File: src/rtl/bus_arb4.sv
`default_nettype none
// ============================================================================
// Module      : bus_arb4
// Description : Four-requester round-robin bus arbiter with hold timeout and
//               a one-cycle turnaround between tenures.
// Revision    : 1.0 - initial release
// ============================================================================
module bus_arb4 #(
    parameter logic [7:0] HOLD_MAX = 8'd15
) (
    input  logic       clk,
    input  logic       rst,
    input  logic       en,
    input  logic [3:0] req,
    output logic [3:0] gnt,
    output logic [1:0] owner,
    output logic       busy,
    output logic       timeout
);

    localparam logic [7:0] c_HC_SAT = 8'hFF;

    typedef enum logic [1:0] {
        ST_IDLE    = 2'd0,
        ST_GRANT   = 2'd1,
        ST_RELEASE = 2'd2
    } state_t;

    state_t     r_state, w_state_nxt;
    logic [1:0] r_ptr, w_ptr_nxt;
    logic [7:0] r_hc, w_hc_nxt;
    logic [3:0] r_gnt, w_gnt_nxt;
    logic       r_busy, w_busy_nxt;
    logic       r_timeout, w_timeout_nxt;
    logic [1:0] w_winner;
    logic [1:0] w_idx;

    // Scan downward so the last hit is the nearest index above the pointer.
    always_comb begin
        w_winner = r_ptr;
        w_idx    = r_ptr;
        for (int i = 4; i >= 1; i--) begin
            w_idx = r_ptr + 2'(i);
            if (req[w_idx]) begin
                w_winner = w_idx;
            end
        end
    end

    always_ff @(posedge clk or posedge rst) begin
        if (rst) begin
            r_state   <= ST_IDLE;
            r_ptr     <= 2'd3;
            r_hc      <= 8'd0;
            r_gnt     <= 4'b0000;
            r_busy    <= 1'b0;
            r_timeout <= 1'b0;
        end else begin
            r_state   <= w_state_nxt;
            r_ptr     <= w_ptr_nxt;
            r_hc      <= w_hc_nxt;
            r_gnt     <= w_gnt_nxt;
            r_busy    <= w_busy_nxt;
            r_timeout <= w_timeout_nxt;
        end
    end

    always_comb begin
        w_state_nxt   = r_state;
        w_ptr_nxt     = r_ptr;
        w_hc_nxt      = r_hc;
        w_gnt_nxt     = 4'b0000;
        w_busy_nxt    = 1'b0;
        w_timeout_nxt = 1'b0;
        case (r_state)
            ST_IDLE: begin
                if (en && (req != 4'b0000)) begin
                    w_state_nxt = ST_GRANT;
                    w_ptr_nxt   = w_winner;
                    w_hc_nxt    = 8'd1;
                    w_gnt_nxt   = 4'b0001 << w_winner;
                    w_busy_nxt  = 1'b1;
                end
            end
            ST_GRANT: begin
                // A same-edge drop wins over the timeout, so it is tested first.
                if (!req[r_ptr]) begin
                    w_state_nxt = ST_RELEASE;
                end else if ((HOLD_MAX != 8'd0) && (r_hc == HOLD_MAX)) begin
                    w_state_nxt   = ST_RELEASE;
                    w_timeout_nxt = 1'b1;
                end else begin
                    w_gnt_nxt  = r_gnt;
                    w_busy_nxt = 1'b1;
                    if (r_hc != c_HC_SAT) begin
                        w_hc_nxt = r_hc + 8'd1;
                    end
                end
            end
            ST_RELEASE: begin
                w_state_nxt = ST_IDLE;
            end
            default: begin
                w_state_nxt = ST_IDLE;
            end
        endcase
    end

    assign gnt     = r_gnt;
    assign owner   = r_ptr;
    assign busy    = r_busy;
    assign timeout = r_timeout;

endmodule
`default_nettype wire

File: config.mk
export PLATFORM = sky130hd
export DESIGN_NAME = bus_arb4
export DESIGN_NICKNAME = d
export VERILOG_FILES = /design/src/rtl/bus_arb4.sv
export SDC_FILE = /design/constraint.sdc
export NUM_CORES = 1
export LEC_CHECK = 0
export ABC_AREA = 1
export CAP_MARGIN = 20
export CORE_UTILIZATION = 51
export CTS_BUF_LIST = sky130_fd_sc_hd__clkbuf_8
export DETAILED_ROUTE_END_ITERATION = 8
export PLACE_DENSITY = 0.77
export SLEW_MARGIN = 10
export SYNTH_ARGS = -nofsm -noshare
export SYNTH_HDL_FRONTEND = slang
export SYNTH_SLANG_ARGS = --single-unit
File: constraint.sdc
create_clock -name clk -period 1.5 [get_ports clk]
set_input_delay 0.225 -clock clk [delete_from_list [all_inputs] [get_ports clk]]
set_output_delay 0.225 -clock clk [all_outputs]
set_load 0.005 [all_outputs]
==> metrics.csv <==
metric;value;unit
run status;finished, violations left;
violated checks;negative setup slack;
number of distinct library cells after synthesis;28;
Worst EP arrival;1.85;ns
Max Clk Rate;601;MHz
initial DRC count;32;
Post-DP Area;1410;um2
Ports;15;
number of synthesized register bits;18;
Via density;5.28;
share of cells above drive strength 1;41.9;%
Final Max Slew Viols;0;
clk_lat worst skew;0.25;ns
via count;1124;
# setup viols final;9;
critical path data required time;1.69;ns
Synth Warn #;0;
Port Buffer Count;14;
CTS Hold Buffers Added;0;
GRT Util Overall;25.6;%
CTS tree;done;
pre-CTS WS;-0.158;ns
critical path cell sequence;buf_6 > inv_6 > nand2_4 > nand3_2 > nand2_1 > inv_2 > nand2_2 > nand2_1 > nand2_2 > buf_4 > nand4_1 > nand2_1;
Clock Path Buffers;2;
Post-synth EDFFs;0;
first-pass GRT wire length;4.79;mm
Tmin final;1.66;ns
Final Power;3270;uW
WL/cell;13.7;um
full die area;2490;um2
CP Launch Type;flop;
synthesized area;1170;um2
MaxCap Viol Count;0;
vias in the first global route;1112;
most frequent cell after synthesis;nand2_1;
layout net count;195;
delay of the slowest critical-path stage;0.55;ns
largest net degree at the start of global routing;19;
Commonest cells post-synth;nand2_1, dfrtp_1, inv_1;
Final Cycle Share;111;%
Pwr Density;2020;nW/um2
relative slew slack;81.3;%
Area Growth Syn to Fin;38.7;%
synth top area cells;dfrtp_1, nand2_1, dfstp_2;
leak pwr;0.000811;uW
Max FO, Critical Path;7;
CTS Buf Count;3;
Design Area, Final;1620;um2
clock root buffer;clkbuf_8;
Die Ht;49.9;um
routability cong.;0.865;
Seq/Total Area, Yosys;38.8;%
cell taking the most area after synthesis;dfrtp_1;
H-tree Lvls;1;
drt drc;0;
Non-Filler Instances;213;
ant diodes;0;
initial antenna violation count;0;
final WL;2.93;mm
DR pass1 iterations;4;
Yosys top cell area share;34.3;%
Mean Syn Cell Area;7.74;um2
Critical Path Most Common Cell;nand2_1;
top_reg_cell synth;dfrtp_1;
RSZ-0062 raised after global routing;yes;
Final HPWL DP;1.96;mm
Starting Density;56.7;%
post-synthesis async set-or-reset flop share;100;%
Synth Net Count;159;
CTS clk-pin slew, worst paths;0.07;ns
final hold viol count;0;
Hold Path Class;in2async;
Die W;49.9;um
VDD IR max;1.26;mV
CP Class;reg2reg;
placed insts;202;
slew of the pin with the lowest slew margin;0.278;ns
total gr overflow;0;
Crit-path slowest cell;dfstp_2;
TritonCTS Sinks;18;
Cells after Synth;151;
cell row count;16;
Antenna Nets Post-Route;0;
Worst Slack Setup Final;-0.164;ns
kind of end point of the critical path;flop;
core box area;2060;um2
Clock Skews;0.00108;ns
[metrics by stage]
stage               hold WS, ns  util (%)  setup TNS, ns
floorplan                 0.162         -              0
global placement          0.464      68.6         -0.763
detailed placement        0.471      68.6          -1.54
CTS                       0.299      75.4         -0.111
global route              0.334      78.6          -1.81
finish                    0.301      78.6         -0.581
[metal layers]
metal | track usage (%) | wire, um
met5 | 0 | 0
met3 | 2.78 | 104
met2 | 46.2 | 1570
met4 | 11.4 | 61
met1 | 30.2 | 1190
[critical path: cells and delay by family, from the launching register on]
family                 cells  cell delay, ns
flip-flops                 1            0.55
buffers and inverters      4            0.33
AND/OR/NAND/NOR            8            0.69
[report_power, final]
group | total (uW) | switching (uW) | leakage (uW) | internal, uW
Sequential | 770 | 111 | 0.000236 | 658
Combinational | 2100 | 1220 | 0.000546 | 879
Clock | 395 | 162 | 0.0000288 | 233
Total | 3270 | 1500 | 0.000811 | 1770
[registers in the layout, summed over array words and instances (netlist names)]
signal and cells:
owner 2, timeout 1, r_state 2, gnt 4, busy 1, r_hc 8
[cells in the final DEF (no fill, tap or decap), types with 2 or more instances in the layout]
cell / netlist / routed
a21oi_1: 2 / 2
buf_4: 0 / 17
clkbuf_8: 0 / 4
clkdlybuf4s50_1: 0 / 12
dfrtp_1: 16 / 16
dfstp_2: 2 / 2
inv_1: 13 / 12
inv_2: 6 / 7
nand2_1: 55 / 40
nand2_2: 7 / 19
nand2_4: 1 / 4
nand3_1: 10 / 3
nand3_2: 0 / 7
nand4_1: 3 / 3
nand4_2: 2 / 2
nor2_1: 7 / 7
nor2_4: 3 / 3
o21ai_1: 1 / 4
o21ai_2: 4 / 5
or2_1: 2 / 2
xor2_1: 3 / 3
[kinds of logic after synthesis]
| kind of cell | count (synthesis) | synth area share, % |
|---|---|---|
| flip-flops | 18 | 38.8 |
| adder cells (fa/ha/maj) | 1 | 1.07 |
| XOR/XNOR | 4 | 3.00 |
| AO/OA/AOI/OAI | 12 | 7.39 |
| AND/OR/NAND/NOR | 95 | 42.2 |
| buffers and inverters | 21 | 7.60 |
[cell type report]
class / count / area [um2]
flip-flops and latches: 18 / 453
well taps: 27 / 33.8
clock buffers: 4 / 55.1
multi-input cells: 112 / 721
repair buffers: 32 / 278
inverters: 20 / 80.1
fillers: 137 / 442
[path summary, 6_finish.rpt]
path	start	to	slack, ns	cells past startpoint
setup / recovery	owner[0]	gnt[1]	-0.16	12
hold / removal	rst	gnt[0]	0.30	3
setup reg to reg	owner[0]	gnt[1]	-0.16	12
hold reg to reg	gnt[2]	gnt[2]	0.49	2
max in group asynchronous	rst	owner[1]	0.95	3
min in group clk	gnt[2]	gnt[2]	0.49	2
[what timing repair did]
item,in CTS,in global routing
setup buffers,5,2
pin swaps,12,5
endpoints found under the setup margin,14,15
resized for setup,19,18
No activity file was read; power rests on OpenSTA's default activity.
